**config.mk**
```make
export PLATFORM = sky130hd
export DESIGN_NAME = wbm_arbiter_flat
export DESIGN_NICKNAME = d
export VERILOG_FILES = /design/src/rtl/wbm_arbiter_pkg.sv /design/src/rtl/wbm_arbiter_if.sv /design/src/rtl/wbm_arb_rr.sv /design/src/rtl/wbm_arbiter.sv /design/src/flat_wrapper.sv
export SDC_FILE = /design/constraint.sdc
export NUM_CORES = 1
export LEC_CHECK = 0
export CAP_MARGIN = 20
export CORE_AREA = 2 2 75 77
export CTS_CLUSTER_SIZE = 20
export DETAILED_ROUTE_END_ITERATION = 12
export DIE_AREA = 0 0 77 79
export DONT_BUFFER_PORTS = 1
export GPL_TIMING_DRIVEN = 1
export PLACE_DENSITY = 0.32
export SLEW_MARGIN = 20
export SYNTH_ARGS = -nofsm -noshare
export SYNTH_HDL_FRONTEND = slang
export SYNTH_HIERARCHICAL = 1
export SYNTH_SLANG_ARGS = --single-unit
```
**constraint.sdc**
```tcl
create_clock -name vm_clk_p -period 1.99 [get_ports vm_clk_p]
set_input_delay 0.199 -clock vm_clk_p [delete_from_list [all_inputs] [get_ports vm_clk_p]]
set_output_delay 0.199 -clock vm_clk_p [all_outputs]
set_load 0.005 [all_outputs]
```
**src/rtl/wbm_arbiter_pkg.sv**
```systemverilog
// Shared definitions for the Wishbone bus arbiter: bus widths, FSM encoding
// and the default watchdog limit.
package wbm_arbiter_pkg;

    localparam int WB_DW        = 16;
    localparam int WB_AW        = 16;
    localparam int TOUT_DEFAULT = 64;
    localparam int PTR_W        = 2;  // enough to index up to four masters

    typedef enum logic {
        ST_IDLE = 1'b0,
        ST_BUSY = 1'b1
    } arb_state_e;

endpackage

```
**src/rtl/wbm_arbiter_if.sv**
```systemverilog
// Bundle of per-master request/response lines and the shared slave bus.
// The master modport is the arbiter's view; slave is the surrounding system.
interface wbm_arbiter_if #(
    parameter int NM = 3
);
    import wbm_arbiter_pkg::*;

    logic [NM-1:0]       m_cyc_i;
    logic [NM-1:0]       m_stb_i;
    logic [NM-1:0]       m_we_i;
    logic [2*NM-1:0]     m_sel_i;
    logic [WB_AW*NM-1:0] m_adr_i;
    logic [WB_DW*NM-1:0] m_dat_i;
    logic [NM-1:0]       m_gnt_o;
    logic [NM-1:0]       m_ack_o;
    logic [NM-1:0]       m_err_o;
    logic [WB_DW-1:0]    m_dat_o;

    logic                s_cyc_o;
    logic                s_stb_o;
    logic                s_we_o;
    logic [1:0]          s_sel_o;
    logic [WB_AW-1:0]    s_adr_o;
    logic [WB_DW-1:0]    s_dat_o;
    logic [WB_DW-1:0]    s_dat_i;
    logic                s_ack_i;

    modport master (
        input  m_cyc_i, m_stb_i, m_we_i, m_sel_i, m_adr_i, m_dat_i, s_dat_i, s_ack_i,
        output m_gnt_o, m_ack_o, m_err_o, m_dat_o,
               s_cyc_o, s_stb_o, s_we_o, s_sel_o, s_adr_o, s_dat_o
    );

    modport slave (
        output m_cyc_i, m_stb_i, m_we_i, m_sel_i, m_adr_i, m_dat_i, s_dat_i, s_ack_i,
        input  m_gnt_o, m_ack_o, m_err_o, m_dat_o,
               s_cyc_o, s_stb_o, s_we_o, s_sel_o, s_adr_o, s_dat_o
    );

endinterface

```
**src/rtl/wbm_arb_rr.sv**
```systemverilog
// Combinational round-robin picker: first requester at or after ptr_i,
// wrapping to index 0. Output is one-hot with a valid flag.
module wbm_arb_rr
    import wbm_arbiter_pkg::*;
#(
    parameter int NM = 3
) (
    input  logic [NM-1:0]    req_i,
    input  logic [PTR_W-1:0] ptr_i,
    output logic [NM-1:0]    pick_o,
    output logic             valid_o
);

    // First pass scans ptr..NM-1, second pass wraps around from 0.
    always_comb begin
        pick_o  = '0;
        valid_o = 1'b0;
        for (int k = 0; k < NM; k++) begin
            if (!valid_o && req_i[k] && (k >= int'(ptr_i))) begin
                pick_o[k] = 1'b1;
                valid_o   = 1'b1;
            end
        end
        for (int k = 0; k < NM; k++) begin
            if (!valid_o && req_i[k]) begin
                pick_o[k] = 1'b1;
                valid_o   = 1'b1;
            end
        end
    end

endmodule

```
**src/rtl/wbm_arbiter.sv**
```systemverilog
// Round-robin, non-pre-emptive arbiter sharing one Wishbone slave bus among NM
// masters. Define WBM_ARB_TIMEOUT_EN to add the no-ack watchdog with lockout.
module wbm_arbiter
    import wbm_arbiter_pkg::*;
#(
    parameter int NM   = 3,
    parameter int TOUT = TOUT_DEFAULT
) (
    input  logic          vm_clk_p,
    input  logic          vm_rst_n,
    wbm_arbiter_if.master bus
);

    if (NM < 2 || NM > 4 || TOUT < 4 || TOUT > 255) begin : g_bad_cfg
        $error("wbm_arbiter: NM must be 2..4 and TOUT 4..255");
    end

    arb_state_e       state_q, state_d;
    logic [NM-1:0]    gnt_q, gnt_d;
    logic [PTR_W-1:0] ptr_q, ptr_d;
    logic [NM-1:0]    elig, pick;
    logic             pick_vld;
    logic             own_cyc, own_stb;
    logic [1:0]       sel_mux;
    logic [WB_AW-1:0] adr_mux;
    logic [WB_DW-1:0] dat_mux;
    logic [PTR_W-1:0] own_nxt;

    wbm_arb_rr #(.NM(NM)) u_rr (
        .req_i  (elig),
        .ptr_i  (ptr_q),
        .pick_o (pick),
        .valid_o(pick_vld)
    );

    // gnt_q is zero outside BUSY, so the AND-OR mux also forces the idle bus to 0.
    assign own_cyc = |(gnt_q & bus.m_cyc_i);
    assign own_stb = |(gnt_q & bus.m_stb_i);

    always_comb begin
        sel_mux = '0;
        adr_mux = '0;
        dat_mux = '0;
        own_nxt = '0;
        for (int k = 0; k < NM; k++) begin
            if (gnt_q[k]) begin
                sel_mux = bus.m_sel_i[2*k +: 2];
                adr_mux = bus.m_adr_i[WB_AW*k +: WB_AW];
                dat_mux = bus.m_dat_i[WB_DW*k +: WB_DW];
                own_nxt = PTR_W'((k + 1) % NM);
            end
        end
    end

    assign bus.s_cyc_o = own_cyc;
    assign bus.s_stb_o = own_stb;
    assign bus.s_we_o  = |(gnt_q & bus.m_we_i);
    assign bus.s_sel_o = sel_mux;
    assign bus.s_adr_o = adr_mux;
    assign bus.s_dat_o = dat_mux;
    assign bus.m_dat_o = bus.s_dat_i;
    assign bus.m_ack_o = gnt_q & {NM{bus.s_ack_i}};
    assign bus.m_gnt_o = gnt_q;

`ifdef WBM_ARB_TIMEOUT_EN
    logic [7:0]    wdog_q, wdog_d;
    logic [NM-1:0] lock_q, lock_d, err_q, err_d;
    logic          wdog_hit;

    assign elig        = bus.m_cyc_i & ~lock_q;
    assign wdog_hit    = own_cyc && own_stb && !bus.s_ack_i && (wdog_q == 8'(TOUT - 1));
    assign bus.m_err_o = err_q;
`else
    assign elig        = bus.m_cyc_i;
    assign bus.m_err_o = '0;
`endif

    // NOTE: every combinational output gets a default first, so no path can infer a latch.
    always_comb begin
        state_d = state_q;
        gnt_d   = gnt_q;
        ptr_d   = ptr_q;
        case (state_q)
            ST_IDLE: begin
                if (pick_vld) begin
                    gnt_d   = pick;
                    state_d = ST_BUSY;
                end
            end
            ST_BUSY: begin
                if (!own_cyc
`ifdef WBM_ARB_TIMEOUT_EN
                    || wdog_hit
`endif
                   ) begin
                    gnt_d   = '0;
                    ptr_d   = own_nxt;
                    state_d = ST_IDLE;
                end
            end
            default: begin
                gnt_d   = '0;
                state_d = ST_IDLE;
            end
        endcase
`ifdef WBM_ARB_TIMEOUT_EN
        wdog_d = wdog_q + 8'd1;
        if (!own_stb || bus.s_ack_i || state_d == ST_IDLE) begin
            wdog_d = '0;
        end
        err_d  = wdog_hit ? gnt_q : '0;
        lock_d = (lock_q & bus.m_cyc_i) | err_d;
`endif
    end

    // NOTE: sequential state uses non-blocking assignments so all registers update together.
    always_ff @(posedge vm_clk_p or negedge vm_rst_n) begin
        if (!vm_rst_n) begin
            state_q <= ST_IDLE;
            gnt_q   <= '0;
            ptr_q   <= '0;
        end else begin
            state_q <= state_d;
            gnt_q   <= gnt_d;
            ptr_q   <= ptr_d;
        end
    end

`ifdef WBM_ARB_TIMEOUT_EN
    always_ff @(posedge vm_clk_p or negedge vm_rst_n) begin
        if (!vm_rst_n) begin
            wdog_q <= '0;
            lock_q <= '0;
            err_q  <= '0;
        end else begin
            wdog_q <= wdog_d;
            lock_q <= lock_d;
            err_q  <= err_d;
        end
    end
`endif

endmodule

```
**src/flat_wrapper.sv**
```systemverilog
// flat-port wrapper written by rule: the top's interface ports become plain ports
module wbm_arbiter_flat import wbm_arbiter_pkg::*;
#(
    parameter int NM   = 3,
    parameter int TOUT = TOUT_DEFAULT
)
  (vm_clk_p, vm_rst_n, bus_m_cyc_i, bus_m_stb_i, bus_m_we_i, bus_m_sel_i, bus_m_adr_i, bus_m_dat_i, bus_s_dat_i, bus_s_ack_i, bus_m_gnt_o, bus_m_ack_o, bus_m_err_o, bus_m_dat_o, bus_s_cyc_o, bus_s_stb_o, bus_s_we_o, bus_s_sel_o, bus_s_adr_o, bus_s_dat_o);
  wbm_arbiter_if #(.NM(NM)) bus_i ();
  input  logic vm_clk_p;
  input  logic vm_rst_n;
  input wire logic [$bits(bus_i.m_cyc_i)-1:0] bus_m_cyc_i;
  input wire logic [$bits(bus_i.m_stb_i)-1:0] bus_m_stb_i;
  input wire logic [$bits(bus_i.m_we_i)-1:0] bus_m_we_i;
  input wire logic [$bits(bus_i.m_sel_i)-1:0] bus_m_sel_i;
  input wire logic [$bits(bus_i.m_adr_i)-1:0] bus_m_adr_i;
  input wire logic [$bits(bus_i.m_dat_i)-1:0] bus_m_dat_i;
  input wire logic [$bits(bus_i.s_dat_i)-1:0] bus_s_dat_i;
  input wire logic [$bits(bus_i.s_ack_i)-1:0] bus_s_ack_i;
  output wire logic [$bits(bus_i.m_gnt_o)-1:0] bus_m_gnt_o;
  output wire logic [$bits(bus_i.m_ack_o)-1:0] bus_m_ack_o;
  output wire logic [$bits(bus_i.m_err_o)-1:0] bus_m_err_o;
  output wire logic [$bits(bus_i.m_dat_o)-1:0] bus_m_dat_o;
  output wire logic [$bits(bus_i.s_cyc_o)-1:0] bus_s_cyc_o;
  output wire logic [$bits(bus_i.s_stb_o)-1:0] bus_s_stb_o;
  output wire logic [$bits(bus_i.s_we_o)-1:0] bus_s_we_o;
  output wire logic [$bits(bus_i.s_sel_o)-1:0] bus_s_sel_o;
  output wire logic [$bits(bus_i.s_adr_o)-1:0] bus_s_adr_o;
  output wire logic [$bits(bus_i.s_dat_o)-1:0] bus_s_dat_o;
  assign bus_i.m_cyc_i = bus_m_cyc_i;
  assign bus_i.m_stb_i = bus_m_stb_i;
  assign bus_i.m_we_i = bus_m_we_i;
  assign bus_i.m_sel_i = bus_m_sel_i;
  assign bus_i.m_adr_i = bus_m_adr_i;
  assign bus_i.m_dat_i = bus_m_dat_i;
  assign bus_i.s_dat_i = bus_s_dat_i;
  assign bus_i.s_ack_i = bus_s_ack_i;
  assign bus_m_gnt_o = bus_i.m_gnt_o;
  assign bus_m_ack_o = bus_i.m_ack_o;
  assign bus_m_err_o = bus_i.m_err_o;
  assign bus_m_dat_o = bus_i.m_dat_o;
  assign bus_s_cyc_o = bus_i.s_cyc_o;
  assign bus_s_stb_o = bus_i.s_stb_o;
  assign bus_s_we_o = bus_i.s_we_o;
  assign bus_s_sel_o = bus_i.s_sel_o;
  assign bus_s_adr_o = bus_i.s_adr_o;
  assign bus_s_dat_o = bus_i.s_dat_o;
  wbm_arbiter #(.NM(NM), .TOUT(TOUT)) u_core (.vm_clk_p(vm_clk_p), .vm_rst_n(vm_rst_n), .bus(bus_i));
endmodule
```
Word-level counts from Yosys, hierarchy flattened
Cells that the tools add are included.
W data, S select, Z words.
- output and inout bits: 62
- register bits: 6
- bits of input ports: 130
- eq/ne operators: 2
- bitwise gates (word level): 6
- muxes and demuxes: 29
- $lt $le $gt $ge: 3
- reduce and logical (&&, ||, !) cells: 18
- operators with widths (cell ; count):
    $mux W16 ; 6
    $mux W1 ; 14
    $and A3 B3 Y3 ; 4
    $mux W2 ; 5
    $reduce_or A3 Y1 ; 3
    $logic_and A1 B1 Y1 ; 8
    $mux W3 ; 2
    $pmux W3 S2 ; 1
    $logic_not A1 Y1 ; 5
    $ge A1 B2 Y1 const A ; 2
    $reduce_and A2 Y1 ; 2
    $ge A2 B2 Y1 const A ; 1
    $ne A2 B1 Y1 const B ; 1
    $ne A2 B2 Y1 const B ; 1
    $not A1 Y1 ; 2
    $pmux W1 S2 ; 1

Depth between registers and ports, before layout
Gate-level depths: netlist of run 1.
- depth after elaboration: 22
- depth in mapped cells: 5

Hierarchy
The synthesis of run 1 kept the hierarchy.
- modules (own cells, without submodules) (module ; cells an instance ; area an instance (um^2) ; instances):
    wbm_arbiter ; 166 ; 1082.3 ; 1
    wbm_arb_rr ; 12 ; 76.3 ; 1

Worst setup path after synthesis of run 1
No wires, ideal clock.
- kind: reg-to-reg
- start: register u_core.gnt_q[2], in the netlist u_core/bus.m_gnt_o[2]
- end: register u_core.ptr_q[0]
- required time: 1.862 ns
- data arrival time: 1.397 ns
- path buffers: 1
- setup time: 0.128 ns
- slack: 0.465 ns
- stages on the path, launching flop included: 5
- cell sequence: dfrtp_1 > buf_6 > a222oi_1 > nand2_1 > mux2_1
- longest elaborated chain between the ends: 4
- elaborated cells on any way between the ends: 5
- RTL lines (item ; RTL line ; text):
    start, declared ; wbm_arbiter.sv:19 ; logic [NM-1:0] gnt_q, gnt_d;
    start signal, assigned ; wbm_arbiter.sv:124 ; gnt_q <= gnt_d;
    $and A3 B3 Y3 ; wbm_arbiter.sv:37 ; assign own_cyc = |(gnt_q & bus.m_cyc_i);
    $reduce_or A3 Y1 ; wbm_arbiter.sv:37 ;
    $not A1 Y1 (no source line) ; - ;
    $reduce_and A2 Y1 (no source line) ; - ;
    end signal, assigned ; wbm_arbiter.sv:125 ; ptr_q <= ptr_d;
    end, declared ; wbm_arbiter.sv:20 ; logic [PTR_W-1:0] ptr_q, ptr_d;
Several ways; a longest one is shown, not always the timed one.
A chain may end at the register's enable or synchronous reset.

Final worst setup path of run 1
- start: register u_core.gnt_q[0], in the netlist u_core/bus.m_gnt_o[0]
- end: output bus_s_adr_o[5]
- longest elaborated chain between the ends: 3
- RTL lines (item ; RTL line ; text):
    $mux W16 (3 in a row) ; wbm_arbiter.sv:46 ; if (gnt_q[k]) begin
    end, declared ; flat_wrapper.sv:27 ; output wire logic [$bits(bus_i.s_adr_o)-1:0] bus_s_adr_o;
Every way passes these cells.

==> results.yml, run 1 <==
run_status:
  status: "finished clean"
floorplanning:
  total_die_area_um2: 6080
  io_pins: 192
  initial_core_util_pct: 21.7
  std_cell_rows: 27
  die_width_um: 77
  core_area_um2: 5340
  die-height_um: 79
cells_and_area:
  nFillCells: 618
  fin_nets: 292
  antenna_cells: 0
  drive_above_1_share_pct: 10.6
  fin_util_pct: 22.2
  stdcell_area_um2: 1180
  syn_to_final_growth_pct: 2.16
  seq_area_um2: 151
  area_of_the_multi_input_gates_um2: 793
yosys:
  post_synth_and_or_nand_nor_area_fraction_pct: 19.4
  synth_compound_gate_area_share_pct: 45.0
  yosys-mux-area-fraction_pct: 2.81
  synth.avg_cell_area_um2: 6.51
  netlist_instances: 178
  dominant_combinational_cell_family_by_area_after_synthesis: "compound AO/OA/AOI/OAI gates"
  syn-cell-area_um2: 1160
  synth_adder_area_share_pct: 0
  ys_warn_count: 6
  ys_ff_latch: 6
  ys_seq_area_share_pct: 13.0
  synth.distinct_cells: 26
  synth-xor-area-share_pct: 0
route:
  routedWlPerCell_um: 19.1
  antenna_violating_nets_post_route: 0
  via_count: 1273
  wl_um: 4440
  remaining_drc_errors: 0
  drt-pass1-iter-count: 5
  drt_iter0_drc: 51
  vias_per_cell: 5.46
pwr:
  power_per_cell_area_nw_per_um2: 1260
  leakage_uw: 0.000430
  total_power_uw: 1500
  ir_drop_mv: 0.616
grt:
  pin_count_of_the_biggest_net_entering_global_routing: 76
  grt_pass1_vias: 1134
  global_route.overflow_total: 0
  grt_antenna_before_repair: 0
  track_usage_pct: 12.3
  grt_pass1_wl_um: 5830
place:
  rd_place_congestion: 0.796
  placement.setup.worst_slack_ns: 0.395
  placed_cell_area_um2: 1130
  io_buffers: 0
  dp_hpwl_um: 3610
critical_path:
  cp_top_family: "flip-flops"
  critical_path_peak_fanout: 20
  critical-path-slowest-cell: "sky130_fd_sc_hd__dfrtp_1"
  cp_cell_sequence: "nor2b_2 -> buf_4 -> a22oi_1 -> o21ai_1 -> buf_4"
  worst-endpoint-arrival_ns: 1.63
  critPathCaptureType: "primary output"
  setup.worst_path.class: "flip-flop to primary output"
  crit_cells: 5
  r2r_cells: 3
  critPathMostFrequentCell: "sky130_fd_sc_hd__buf_4"
  worstPathRequired_ns: 1.79
  worst_path_largest_cell_delay_ns: 0.46
  critPathBufInv: 2
  worstSetupStartpointType: "flip-flop"
clocking:
  ctsLongestPathBuffers: 2
  tritoncts_clock_tree: "done"
  htreeDepth: 1
  postCtsResizedCells: 0
  clkSlewWorstSetupHoldPaths_ns: 0.04
  cts_post_setup_buffers_inserted: 0
  cts-buffers-inserted: 3
  cts_num_sinks: 6
  clock_tree.root_cell: "sky130_fd_sc_hd__clkbuf_8"
  clk_latency_ns: 0.22
sta:
  skew_ns: 0.00642
  totalNegativeSetupSlack_ns: 0
  max-slew-margin-rel_pct: 56.6
  min_period_ns: 1.83
  finalSetupViolCount: 0
  max_slew_violation_total_from_the_final_report: 0
  achievable_clock_frequency_mhz: 546
  worst_margin_slew_ns: 0.651
  rsz0062_at_grt: "no"
  final_critical_path_setup_slack_ns: 0.158
  final_min_period_over_clock_period_pct: 92.1
  hold_viol: 0
flow_run:
  max_cap_viol_count: 0
hold_path:
  hold_removal_path_class: "input pin to flip-flop"
  min_path_cells: 2
==> synth_stat cells <==
| master | n | area, um^2 |
|---|---|---|
| sky130_fd_sc_hd__conb_1 | 1 | 3.75 |
| sky130_fd_sc_hd__nand2_1 | 37 | 139 |
| sky130_fd_sc_hd__and2_1 | 3 | 18.8 |
| sky130_fd_sc_hd__nand2b_1 | 1 | 6.26 |
| sky130_fd_sc_hd__o21ai_1 | 34 | 170 |
| sky130_fd_sc_hd__dfrtp_1 | 6 | 150 |
| sky130_fd_sc_hd__nor2b_1 | 5 | 31.3 |
| sky130_fd_sc_hd__or3_1 | 1 | 6.26 |
| sky130_fd_sc_hd__buf_6 | 1 | 11.3 |
| sky130_fd_sc_hd__o221a_2 | 1 | 11.3 |
| sky130_fd_sc_hd__a22oi_1 | 33 | 248 |
| sky130_fd_sc_hd__clkbuf_1 | 12 | 45.0 |
| sky130_fd_sc_hd__a222oi_1 | 3 | 30.0 |
| sky130_fd_sc_hd__inv_1 | 3 | 11.3 |
| sky130_fd_sc_hd__a22o_1 | 3 | 26.3 |
| sky130_fd_sc_hd__nor2_1 | 2 | 7.51 |
| sky130_fd_sc_hd__buf_4 | 19 | 143 |
| sky130_fd_sc_hd__buf_2 | 3 | 15.0 |
| sky130_fd_sc_hd__and3b_1 | 1 | 8.76 |
| sky130_fd_sc_hd__a21oi_1 | 2 | 10.0 |
| sky130_fd_sc_hd__mux2i_1 | 1 | 10.0 |
| sky130_fd_sc_hd__o211a_1 | 1 | 10.0 |
| sky130_fd_sc_hd__o21a_1 | 1 | 7.51 |
| sky130_fd_sc_hd__nor3b_1 | 1 | 7.51 |
| sky130_fd_sc_hd__mux2_1 | 2 | 22.5 |
| sky130_fd_sc_hd__o31a_1 | 1 | 8.76 |
==> layer usage <==
layer	up-vias	routed length, um	track usage, %
met1	553	1590	12.7
li1	596	-	-
met2	120	2090	21.5
met5	-	0	0
met4	0	21	1.25
met3	4	738	8.41
==> worst paths after layout <==
| path | startpoint | to | slack, ns |
|---|---|---|---|
| min in group asynchronous | vm_rst_n | u_core/bus.m_gnt_o[1]$_DFFE_PN0P_ | 0.29 |
| setup reg to reg | u_core/bus.m_gnt_o[0]$_DFFE_PN0P_ | u_core/ptr_q[0]$_DFFE_PN0P_ | 0.42 |
| hold reg to reg | u_core/state_q$_DFF_PN0_ | u_core/state_q$_DFF_PN0_ | 0.58 |
| hold / removal | bus_m_cyc_i[1] | u_core/bus.m_gnt_o[1]$_DFFE_PN0P_ | 0.25 |
| max in group asynchronous | vm_rst_n | u_core/bus.m_gnt_o[2]$_DFFE_PN0P_ | 1.46 |
| setup / recovery | u_core/bus.m_gnt_o[0]$_DFFE_PN0P_ | bus_s_adr_o[5] | 0.16 |
==> state kept, by name, indices dropped and copies added (netlist names) <==
signal	flops
u_core/bus.m_gnt_o	3
u_core/ptr_q	2
u_core/state_q	1
==> repair_timing <==
item | 4_1_cts | 5_1_grt
hold endpoints to repair | 6 | 0
setup endpoints to repair | 0 | 0
hold buffers | 1 | 0
==> logic make-up after synthesis <==
kind of cell,Yosys count
AOI/OAI and AO/OA,79
DFF,6
buffers and inverters,38
muxes,3
other,1
and+or+nand+nor,51
==> per-stage QoR <==
stage | hold WS [ns] | cells
floorplan | -0.0966 | 180
global placement | -0.0964 | 228
detailed placement | -0.0964 | 228
CTS | 0.244 | 233
global route | 0.259 | 233
finish | 0.249 | 233
==> area by class of cell <==
cell class / count / share of cell area, %
inverters: 3 / 0.951
repair buffers: 12 / 7.82
clock buffers: 4 / 3.81
flip-flops and latches: 6 / 12.8
multi-input cells: 136 / 67.0
well taps: 72 / 7.61
==> placed cells by master (no fill, tap or decap) <==
cell / count
sky130_fd_sc_hd__conb_1: 3
sky130_fd_sc_hd__and2_1: 3
sky130_fd_sc_hd__o21a_1: 1
sky130_fd_sc_hd__a222oi_1: 3
sky130_fd_sc_hd__and3b_1: 1
sky130_fd_sc_hd__nor2b_1: 4
sky130_fd_sc_hd__or3_1: 1
sky130_fd_sc_hd__a22oi_1: 33
sky130_fd_sc_hd__a21oi_1: 2
sky130_fd_sc_hd__dfrtp_1: 5
sky130_fd_sc_hd__inv_1: 3
sky130_fd_sc_hd__nor2_1: 2
sky130_fd_sc_hd__mux2_1: 2
sky130_fd_sc_hd__a22o_1: 3
sky130_fd_sc_hd__clkbuf_8: 3
sky130_fd_sc_hd__nand2_1: 37
sky130_fd_sc_hd__nor2b_2: 1
sky130_fd_sc_hd__o211a_1: 1
sky130_fd_sc_hd__nor3b_1: 1
sky130_fd_sc_hd__clkbuf_1: 1
sky130_fd_sc_hd__dfrtp_2: 1
sky130_fd_sc_hd__buf_4: 11
sky130_fd_sc_hd__o21ai_1: 34
sky130_fd_sc_hd__nand2b_1: 1
sky130_fd_sc_hd__o221a_2: 1
sky130_fd_sc_hd__dlygate4sd3_1: 1
sky130_fd_sc_hd__mux2i_1: 1
sky130_fd_sc_hd__o31a_1: 1
==> report_power, final <==
group | internal, uW | total (uW) | switching, uW
Combinational | 419 | 1060 | 640
Clock | 138 | 193 | 54.9
Sequential | 173 | 243 | 69.8
(Power assumes the default switching activity.)
==> inputs of run 2 (changes only) <==
--- a/config.mk
+++ b/config.mk
@@ -13,6 +13,7 @@
 export DONT_BUFFER_PORTS = 1
 export GPL_TIMING_DRIVEN = 1
 export PLACE_DENSITY = 0.32
+export SKIP_LAST_GASP = 1
 export SLEW_MARGIN = 20
 export SYNTH_ARGS = -nofsm -noshare
 export SYNTH_HDL_FRONTEND = slang
==> results of run 2 <==
Final layout, timing and power as in run 1 (identical DEF).
==> inputs of run 3 (changes only) <==
--- a/config.mk
+++ b/config.mk
@@ -7,11 +7,13 @@
 export LEC_CHECK = 0
 export CAP_MARGIN = 20
 export CORE_AREA = 2 2 75 77
+export CTS_CLUSTER_DIAMETER = 150
 export CTS_CLUSTER_SIZE = 20
 export DETAILED_ROUTE_END_ITERATION = 12
 export DIE_AREA = 0 0 77 79
 export DONT_BUFFER_PORTS = 1
 export GPL_TIMING_DRIVEN = 1
+export HOLD_SLACK_MARGIN = 0.12
 export PLACE_DENSITY = 0.32
 export SKIP_LAST_GASP = 1
 export SLEW_MARGIN = 20
==> results of run 3 <==
Final layout, timing and power as in run 1 (identical DEF).
